===== src/rtl/ikaopll_bus_write_scheduler.sv =====
// Buffered IKAOPLL/YM2413 CPU-bus write sequencer: FIFO of {addr,data} replayed as timed address/data cycles.
// Optional feature: `IKAOPLL_WRSCHED_SKIPADDR_EN drops the address cycle when it repeats the last address.
module ikaopll_bus_write_scheduler #(
  parameter int unsigned FIFO_AW   = 4,
  parameter int unsigned WR_PULSE  = 2,
  parameter int unsigned ADDR_WAIT = 12,
  parameter int unsigned DATA_WAIT = 84
) (
  input  logic             i_EMUCLK,
  input  logic             i_IC_n,
  input  logic             i_phiM_PCEN_n,
  input  logic             i_PUSH,
  input  logic [7:0]       i_PUSH_ADDR,
  input  logic [7:0]       i_PUSH_DATA,
  input  logic             i_FLUSH,
  output logic             o_PUSH_READY,
  output logic [FIFO_AW:0] o_FIFO_LEVEL,
  output logic             o_BUSY,
  output logic             o_CS_n,
  output logic             o_WR_n,
  output logic             o_A0,
  output logic [7:0]       o_D
);

  localparam int unsigned DEPTH = 1 << FIFO_AW;
  localparam int unsigned LW    = FIFO_AW + 1;
  localparam int unsigned MAXW1 = (ADDR_WAIT > WR_PULSE) ? ADDR_WAIT : WR_PULSE;
  localparam int unsigned CMAX  = (DATA_WAIT > MAXW1) ? DATA_WAIT : MAXW1;
  localparam int unsigned CW    = $clog2(CMAX + 1);

  typedef enum logic [2:0] {
    S_IDLE, S_A_SET, S_A_PULSE, S_A_WAIT, S_D_SET, S_D_PULSE, S_D_WAIT
  } state_e;

  state_e              state_q, state_d;
  logic [CW-1:0]       cnt_q, cnt_d, last_c;
  logic                en_c, done_c, take_c, pop_c, push_ok_c;
  logic [7:0]          wa_q, wa_d, wd_q, wd_d;
  logic                cs_n_q, cs_n_d, a0_q, a0_d, busy_q, ready_q;
  logic [7:0]          d_q, d_d;
  logic [15:0]         mem [DEPTH];
  logic [15:0]         head_c;
  logic [FIFO_AW-1:0]  wr_ptr_q, wr_ptr_d, rd_ptr_q, rd_ptr_d;
  logic [LW-1:0]       level_q, level_d;
`ifdef IKAOPLL_WRSCHED_SKIPADDR_EN
  logic                la_vld_q, la_vld_d;
  logic [7:0]          la_q, la_d;
`endif

  assign en_c      = ~i_phiM_PCEN_n;
  assign head_c    = mem[rd_ptr_q];
  assign push_ok_c = i_PUSH & ready_q & ~i_FLUSH;

  // FIFO pointers and level; flush overrides push and pop
  always_comb begin
    wr_ptr_d = wr_ptr_q;
    rd_ptr_d = rd_ptr_q;
    level_d  = level_q;
    if (i_FLUSH) begin
      rd_ptr_d = wr_ptr_q;
      level_d  = '0;
    end else begin
      if (push_ok_c) wr_ptr_d = wr_ptr_q + FIFO_AW'(1);
      if (pop_c)     rd_ptr_d = rd_ptr_q + FIFO_AW'(1);
      level_d = level_q + LW'(push_ok_c) - LW'(pop_c);
    end
  end

  always_ff @(posedge i_EMUCLK) begin
    if (push_ok_c) mem[wr_ptr_q] <= {i_PUSH_ADDR, i_PUSH_DATA};
  end

  // Sequencer: next state, phase counter and bus outputs
  always_comb begin
    state_d = state_q;
    cnt_d   = cnt_q;
    wa_d    = wa_q;
    wd_d    = wd_q;
    pop_c   = 1'b0;
    take_c  = 1'b0;
`ifdef IKAOPLL_WRSCHED_SKIPADDR_EN
    la_vld_d = la_vld_q;
    la_d     = la_q;
`endif
    case (state_q)
      S_A_PULSE, S_D_PULSE: last_c = CW'(WR_PULSE - 1);
      S_A_WAIT:             last_c = CW'(ADDR_WAIT - 1);
      S_D_WAIT:             last_c = CW'(DATA_WAIT - 1);
      default:              last_c = '0;
    endcase
    done_c = en_c && (cnt_q == last_c);
    if (en_c && (state_q != S_IDLE)) cnt_d = done_c ? '0 : cnt_q + CW'(1);

    case (state_q)
      S_IDLE:    take_c = 1'b1;
      S_A_SET:   if (done_c) state_d = S_A_PULSE;
      S_A_PULSE: if (done_c) begin
        state_d = S_A_WAIT;
`ifdef IKAOPLL_WRSCHED_SKIPADDR_EN
        la_vld_d = 1'b1;
        la_d     = wa_q;
`endif
      end
      S_A_WAIT:  if (done_c) state_d = S_D_SET;
      S_D_SET:   if (done_c) state_d = S_D_PULSE;
      S_D_PULSE: if (done_c) state_d = S_D_WAIT;
      S_D_WAIT:  if (done_c) begin
        state_d = S_IDLE;
        take_c  = 1'b1;
      end
      default:   state_d = S_IDLE;
    endcase

    if (take_c && (level_q != '0) && !i_FLUSH) begin
      pop_c   = 1'b1;
      wa_d    = head_c[15:8];
      wd_d    = head_c[7:0];
      state_d = S_A_SET;
`ifdef IKAOPLL_WRSCHED_SKIPADDR_EN
      if (la_vld_q && (head_c[15:8] == la_q)) state_d = S_D_SET;
`endif
    end

    // A0/D only move in the SET states, so they are stable whenever CS_n is low
    cs_n_d = !((state_d == S_A_PULSE) || (state_d == S_D_PULSE));
    a0_d   = a0_q;
    d_d    = d_q;
    if (state_d == S_A_SET) begin
      a0_d = 1'b0;
      d_d  = wa_d;
    end else if (state_d == S_D_SET) begin
      a0_d = 1'b1;
      d_d  = wd_d;
    end
  end

  always_ff @(posedge i_EMUCLK or negedge i_IC_n) begin
    if (!i_IC_n) begin
      state_q  <= S_IDLE;
      cnt_q    <= '0;
      wa_q     <= '0;
      wd_q     <= '0;
      cs_n_q   <= 1'b1;
      a0_q     <= 1'b0;
      d_q      <= '0;
      busy_q   <= 1'b0;
      ready_q  <= 1'b1;
      wr_ptr_q <= '0;
      rd_ptr_q <= '0;
      level_q  <= '0;
`ifdef IKAOPLL_WRSCHED_SKIPADDR_EN
      la_vld_q <= 1'b0;
      la_q     <= '0;
`endif
    end else begin
      state_q  <= state_d;
      cnt_q    <= cnt_d;
      wa_q     <= wa_d;
      wd_q     <= wd_d;
      cs_n_q   <= cs_n_d;
      a0_q     <= a0_d;
      d_q      <= d_d;
      busy_q   <= (state_d != S_IDLE);
      ready_q  <= (level_d != LW'(DEPTH));
      wr_ptr_q <= wr_ptr_d;
      rd_ptr_q <= rd_ptr_d;
      level_q  <= level_d;
`ifdef IKAOPLL_WRSCHED_SKIPADDR_EN
      la_vld_q <= la_vld_d;
      la_q     <= la_d;
`endif
    end
  end

  assign o_PUSH_READY = ready_q;
  assign o_FIFO_LEVEL = level_q;
  assign o_BUSY       = busy_q;
  assign o_CS_n       = cs_n_q;
  assign o_WR_n       = cs_n_q;
  assign o_A0         = a0_q;
  assign o_D          = d_q;

endmodule


===== config.mk =====
export PLATFORM = sky130hd
export DESIGN_NAME = ikaopll_bus_write_scheduler
export DESIGN_NICKNAME = d
export VERILOG_FILES = /design/src/rtl/ikaopll_bus_write_scheduler.sv
export SDC_FILE = /design/constraint.sdc
export NUM_CORES = 1
export LEC_CHECK = 0
export ABC_AREA = 1
export ABC_CLOCK_PERIOD_IN_PS = 6500
export CELL_PAD_IN_SITES_DETAIL_PLACEMENT = 2
export CELL_PAD_IN_SITES_GLOBAL_PLACEMENT = 2
export CORE_MARGIN = 2
export CORE_UTILIZATION = 30
export CTS_CLUSTER_SIZE = 12
export DETAILED_ROUTE_END_ITERATION = 8
export PLACE_DENSITY_LB_ADDON = 0.1
export SETUP_SLACK_MARGIN = 0.2
export SLEW_MARGIN = 20
export SYNTH_ARGS = -nofsm -noshare
export SYNTH_HDL_FRONTEND = slang
export SYNTH_SLANG_ARGS = --single-unit

===== constraint.sdc =====
create_clock -name i_EMUCLK -period 6.5 [get_ports i_EMUCLK]
set_input_delay 0.975 -clock i_EMUCLK [delete_from_list [all_inputs] [get_ports i_EMUCLK]]
set_output_delay 0.975 -clock i_EMUCLK [all_outputs]
set_load 0.005 [all_outputs]

# [Word-level counts from Yosys, hierarchy flattened]
# Memories as Yosys holds them, arrays and structs flattened.
# Cells that the tools add are included.
[totals] wordCells=73 out_inout_bits=18 inputBits=21 register_bits=51 mem_count=1 ram_bits=256
[memory_table] name="mem" depth=16 width=16 read_ports=1 rd_ports_with_merged_regs=0 wr=1 line_no="41" source="logic [15:0] mem [DEPTH];"
[op_classes] n_bitwise=4 n_eq_ne=12 add_sub_neg=5 n_reduce_logical=15 mux=24
[op_table] cell="$mux 8" n=4
[op_table] cell="$mux 3" n=7
[op_table] cell="$pmux 3 s7" n=1
[op_table] cell="$pmux 7 s3" n=1
[op_table] cell="$eq 3x3->1 const B" n=5
[op_table] cell="$eq 3x2->1 const B" n=3
[op_table] cell="$add 4x1->4 const B" n=2
[op_table] cell="$mux 4" n=2
[op_table] cell="$add 7x1->7 const B" n=1
[op_table] cell="$eq 7x7->1" n=1
[op_table] cell="$mux 7" n=1
[op_table] cell="$eq 3x1->1 const B" n=2
[op_table] cell="$mux 1" n=6
[op_table] cell="$reduce_bool 3->1" n=2
[op_table] cell="$add 5x1->5" n=1
[op_table] cell="$mux 5" n=1
[op_table] cell="$ne 5x5->1 const B" n=1
[op_table] cell="$reduce_bool 5->1" n=1
[op_table] cell="$sub 5x1->5" n=1
[op_table] cell="$logic_and 1x1->1" n=4
[op_table] cell="$reduce_bool 2->1" n=2
[op_table] cell="$logic_not 3->1" n=1
[op_table] cell="$and 1x1->1" n=2
[op_table] cell="$logic_not 1->1" n=2
[op_table] cell="other kinds (5)" n=6

# [Depth between registers and ports, before layout]
[logic_depth] word_depth=13 ltp_mapped=25

# [Least setup slack after synthesis]
# Ideal clock, no wire load.
[synth_timing] kind="input port to flip-flop" start="input port i_phiM_PCEN_n" end="register ready_q (netlist: o_PUSH_READY)" arrival_time_ps=3609 path_buffers=1 setup_time_ps=88 cell_stages=22 t_required_ps=6412 slack_ps=2803 cell_sequence="nor2_1 nand2_1 nand3b_1 inv_1 nand3_4 nand2_4 nand3_4 inv_2 buf_6 ha_1 inv_1 ha_1 inv_1 fa_1 nor2_1 nor2_1 nor2_1 nor2_1 xor2_1 nor2_1 nand2_1 or3_1"
[synth_via] elab_chain_cells=10
[synth_rtl] item="from (decl)" line_no="11" source="input logic i_phiM_PCEN_n,"
[synth_rtl] item="$not 1->1" line_no="50" source="assign en_c = ~i_phiM_PCEN_n;"
[synth_rtl] item="$logic_and 1x1->1" line_no="91" source="done_c = en_c && (cnt_q == last_c);"
[synth_rtl] item="$mux 1" line_no="107" source="S_D_WAIT: if (done_c) begin"
[synth_rtl] item="$pmux 1 s2" line_no="94" source="case (state_q)"
[synth_rtl] item="$logic_and 1x1->1 (2 in a row)" line_no="114" source="if (take_c && (level_q != '0) && !i_FLUSH) begin"
[synth_rtl] item="$mux 1" line_no="114"
[synth_rtl] item="$sub 5x1->5" line_no="65" source="level_d = level_q + LW'(push_ok_c) - LW'(pop_c);"
[synth_rtl] item="$mux 5" line_no="59" source="if (i_FLUSH) begin"
[synth_rtl] item="named net level_d[4]" line_no="44" source="logic [LW-1:0] level_q, level_d;"
[synth_rtl] item="$ne 5x5->1" line_no="164" source="ready_q <= (level_d != LW'(DEPTH));"
[synth_rtl] item="to (signal assigned)" line_no="164"
[synth_rtl] item="to (decl)" line_no="39" source="logic cs_n_q, cs_n_d, a0_q, a0_d, busy_q, ready_q;"
# The timed path passes the listed nets, and every way through them passes these cells.
# A chain may end at the register's enable or synchronous reset.

# [Worst setup path in the final report]
[layout_timing] start="input port i_FLUSH" end="register ready_q (netlist: o_PUSH_READY)"
[layout_via] elab_chain_cells=6
[layout_rtl] item="from (decl)" line_no="15" source="input logic i_FLUSH,"
[layout_rtl] item="$not 1->1 (no line) / $logic_not 1->1 (equally long branches)"
[layout_rtl] item="$and 1x1->1 / $logic_and 1x1->1 (equally long branches)" line_no="52, 114"
[layout_rtl] item="$add 5x1->5 / $mux 1 (equally long branches)" line_no="65, 114"
[layout_rtl] item="$sub 5x1->5" line_no="65"
[layout_rtl] item="$mux 5 *" line_no="59"
[layout_rtl] item="named net level_d[4]" line_no="44"
[layout_rtl] item="$ne 5x5->1 *" line_no="164"
# The timed path passes the listed nets; every way through them passes the cells marked *.

==> impl_summary.txt <==
----------------------------------------------------
[Run status]
  Run status ... complete, no violations

[Floorplan]
  Die extent in x ... 210 µm
  I/O pins ... 39
  Core outline area ... between 40,000 and 50,000 µm²
  Floorplan die area ... between 40,000 and 50,000 µm²
  Die H ... about 210 µm
  Rows ... 75
  Initial core utilization ... 30.3%

[Place]
  Placed wire-length estimate after detailed placement ... 21.6 mm
  Placement Cell Area ... about 14,000 µm²
  Post-Place Setup Slack ... roughly 1.8 ns
  Routability-driven placement congestion ratio ... around 0.71
  Total instance count after detailed placement ... ~1,600
  Number of buffers added on ports ... 38

[Run]
  Number of maximum-capacitance constraint violations ... 0

[Yosys]
  Number of warnings issued by yosys ... 0
  Area of the mapped netlist ... about 13,000 µm²
  Synthesized Nets ... 1,085
  Sequential share of the synthesized area ... about 71%
  Largest cells by area after synthesis ... sky130_fd_sc_hd__edfxtp_1 61%, sky130_fd_sc_hd__dfrtp_1 9.7%, sky130_fd_sc_hd__nor2_1 5.9%, sky130_fd_sc_hd__o21ai_0 5.2%, sky130_fd_sc_hd__nand2_1 3.3%
  Seq cells post-synth ... around 310
  Mean cell area of the mapped netlist ... approximately 12 µm²
  Leading area contributor after synthesis ... sky130_fd_sc_hd__edfxtp_1
  Number of distinct library cell variants in the gate-level netlist after synthesis ... 38
  Number of instances in the synthesized netlist ... between 1,000 and 1,500
  Synth top area share ... between 60% and 70%

[Detailed routing]
  Starting DRT DRC Count ... 463
  DRC violations left ... 0
  Routed wire length ... around 38 mm
  Count of TritonRoute iterations in the first routing pass ... 4
  DR WL/cell ... about 23 µm
  Post-DRT Antenna Nets ... 0
  Total number of vias ... roughly 8,300
  Detailed-route vias per instance ... between 5 and 6

[STA]
  Worst clock skew ... ~0.014 ns
  Final count of negative-setup-slack endpoints ... 0
  Post-route setup TNS ... 0 ns
  Fmax ... 242 MHz
  Hold slack ... roughly 0.48 ns
  Clock period minus final worst setup slack ... between 4 and 5 ns
  RSZ-0062 raised after global routing ... false
  Final worst path period share ... 63.5%
  Worst slew pin tran ... roughly 1.1 ns
  Final setup margin ... 2.37 ns
  Count of final hold-check violations ... 0
  Rel. slew slack ... between 20% and 30%
  Number of slew-limit violations in the final report ... 0

[CTS]
  Maximum number of buffers from clock root to sink ... 3
  Number of hold-repair buffers added at the cts stage ... 0
  Worst-Skew Late Latency ... approximately 0.55 ns
  Clock-pin slew reported for the worst setup and hold paths after clock tree synthesis ... around 0.060 ns
  # resized after CTS ... 0
  Root cell of the clock tree ... sky130_fd_sc_hd__clkbuf_16
  CTS tree ... built
  Clock buffers created by TritonCTS ... 38
  Setup Fix Bufs, Post-CTS ... 0
  # H-tree levels ... 2
  Clock sink count ... between 300 and 400

[Critical path]
  Critical path's most frequent cell ... sky130_fd_sc_hd__nor2_1
  CP top delay family ... buffers and inverters
  Worst endpoint required time ... 6.97 ns
  Critical Path Start Type ... primary input
  Critical Setup Path Class ... primary input to flip-flop
  Number of buffer and inverter stages on the critical path ... 5
  CP endpoint kind ... flip-flop
  Critical Path Fanout Max ... 19
  Slowest stage cell on the critical path ... sky130_fd_sc_hd__clkdlybuf4s50_1
  Slowest cell delay on critical path ... just under 0.6 ns
  Critical path cell sequence ... clkdlybuf4s50_1 > clkinv_1 > nand3_4 > inv_2 > ha_1 > inv_1 > ha_1 > inv_1 > fa_1 > nor2_1 > nor2_1 > nor2_1 > nor2_1 > xor2_1 > nor2_1 > nand2_1 > or3_1
  Worst EP arrival ... around 4.6 ns

[GRT]
  Pin count of the biggest net entering global routing ... 95
  Via count of the first global-routing pass ... 9,055
  Total congestion overflow after global routing ... 0
  Total track usage ... approximately 18%
  First-pass GRT wire length ... 58.1 mm
  Number of antenna violations at the first check in global routing ... 0

[Cells and area]
  Layout fillers ... 4,401
  Area grow syn2layout ... 16.9%
  Layout Nets ... ~1,100
  Fraction of final layout cells with drive strength greater than 1 ... under 10%
  Non-filler cells in the finished layout ... approximately 1,700
  Fin area ... 14,800 µm²
  Final design utilization ... 35.4%
  Antenna fix cells ... 0

[Pwr]
  Peak ir drop on the vdd network ... between 0.15 and 0.2 mV
  Power density over the cells ... approximately 450 nW/µm²
  Leakage power figure ... 5.18 nW
  Pwr Total ... 6.72 mW

[Worst hold path]
  Worst min-delay path class ... flip-flop to flip-flop

----------------------------------------------------
==> placed cells by master, fill, tap and decap left out, types with 7 or more instances in the layout <==
cell / Yosys / routed
sky130_fd_sc_hd__edfxtp_1: 256 / 256
sky130_fd_sc_hd__nor2_1: 199 / 183
sky130_fd_sc_hd__o21ai_0: 133 / 133
sky130_fd_sc_hd__nand2_1: 110 / 110
sky130_fd_sc_hd__nand3_1: 66 / 66
sky130_fd_sc_hd__dfrtp_1: 49 / 47
sky130_fd_sc_hd__clkbuf_16: 0 / 39
sky130_fd_sc_hd__clkdlybuf4s50_1: 0 / 37
sky130_fd_sc_hd__inv_1: 36 / 35
sky130_fd_sc_hd__o221ai_1: 35 / 35
sky130_fd_sc_hd__o211ai_1: 32 / 32
sky130_fd_sc_hd__nand4_1: 20 / 20
sky130_fd_sc_hd__buf_4: 3 / 19
sky130_fd_sc_hd__nor2_2: 2 / 12
sky130_fd_sc_hd__ha_1: 12 / 12
sky130_fd_sc_hd__clkbuf_1: 38 / 12
sky130_fd_sc_hd__clkinv_1: 2 / 9
sky130_fd_sc_hd__xor2_1: 8 / 8
sky130_fd_sc_hd__nor2_4: 1 / 7
==> worst min-delay path: cells and delay by family, from the launching register on <==
family | cells | cell delay, ns
DFF | 1 | 0.34
and+or+nand+nor | 2 | 0.11
==> area by class of cell <==
class	count	area [µm²]	share of cell area [%]
sequential	307	8970	60.5
multi-input combinational	641	3360	22.6
clock buffer	53	1050	7.07
tap	539	674	4.55
timing repair buffer	57	518	3.49
inverter	43	170	1.15
clock inverter	13	88.8	0.599
==> cells in the mapped netlist, drive strengths merged <==
cell type  instances
clkinv             3
o221ai            35
or3                1
dfstp              2
nand3b             2
a21boi             1
clkbuf            38
a21oi              2
nor3b              1
nand2            116
nand4             20
buf               22
ha                12
nand3             71
xnor2              1
o211ai            32
xor2               8
edfxtp           256
nor3               1
o21ai            133
inv               40
a31oi              1
nor2             202
fa                 1
dfrtp             49
a211oi             1
==> registers in the layout (all words and copies together) (netlist names), 3 cells and up <==
register      cells
mem             256
o_D               8
wa_q              8
wd_q              8
cnt_q             7
o_FIFO_LEVEL      5
rd_ptr_q          4
wr_ptr_q          4
state_q           3
==> report_power, final <==
part | total [mW] | internal, mW | switching, mW
Clock | 1.99 | 1.16 | 0.827
Sequential | 2.52 | 2.36 | 0.167
Combinational | 2.21 | 0.659 | 1.55
==> routing by layer <==
layer | global-route usage (%) | share of wire, %
met1 | 23.8 | 47
met2 | 29.3 | 48
met3 | 2.53 | 2.4
met4 | 6.80 | 3.1
met5 | 0 | 0
==> logic make-up after synthesis <==
logic type | Yosys count | synth area share [%]
AO/OA/AOI/OAI | 205 | 9.81
XOR/XNOR | 9 | 0.622
adder cells (fa/ha/maj) | 13 | 1.34
buffers and inverters | 103 | 3.40
flip-flops | 307 | 70.7
AND/OR/NAND/NOR | 414 | 14.1
==> final timing paths <==
kind,slack [ns],from,endpoint,cells past startpoint
min,0.48,o_A0,o_A0,2
max,2.37,i_FLUSH,o_PUSH_READY,17
min reg2reg,0.48,o_A0,o_A0,2
min in group asynchronous,0.55,i_IC_n,cnt_q[2],2
max in group asynchronous,5.40,i_IC_n,rd_ptr_q[0],2
max reg2reg,2.55,state_q[2],o_PUSH_READY,20
Power figures use the tool's default switching activity.
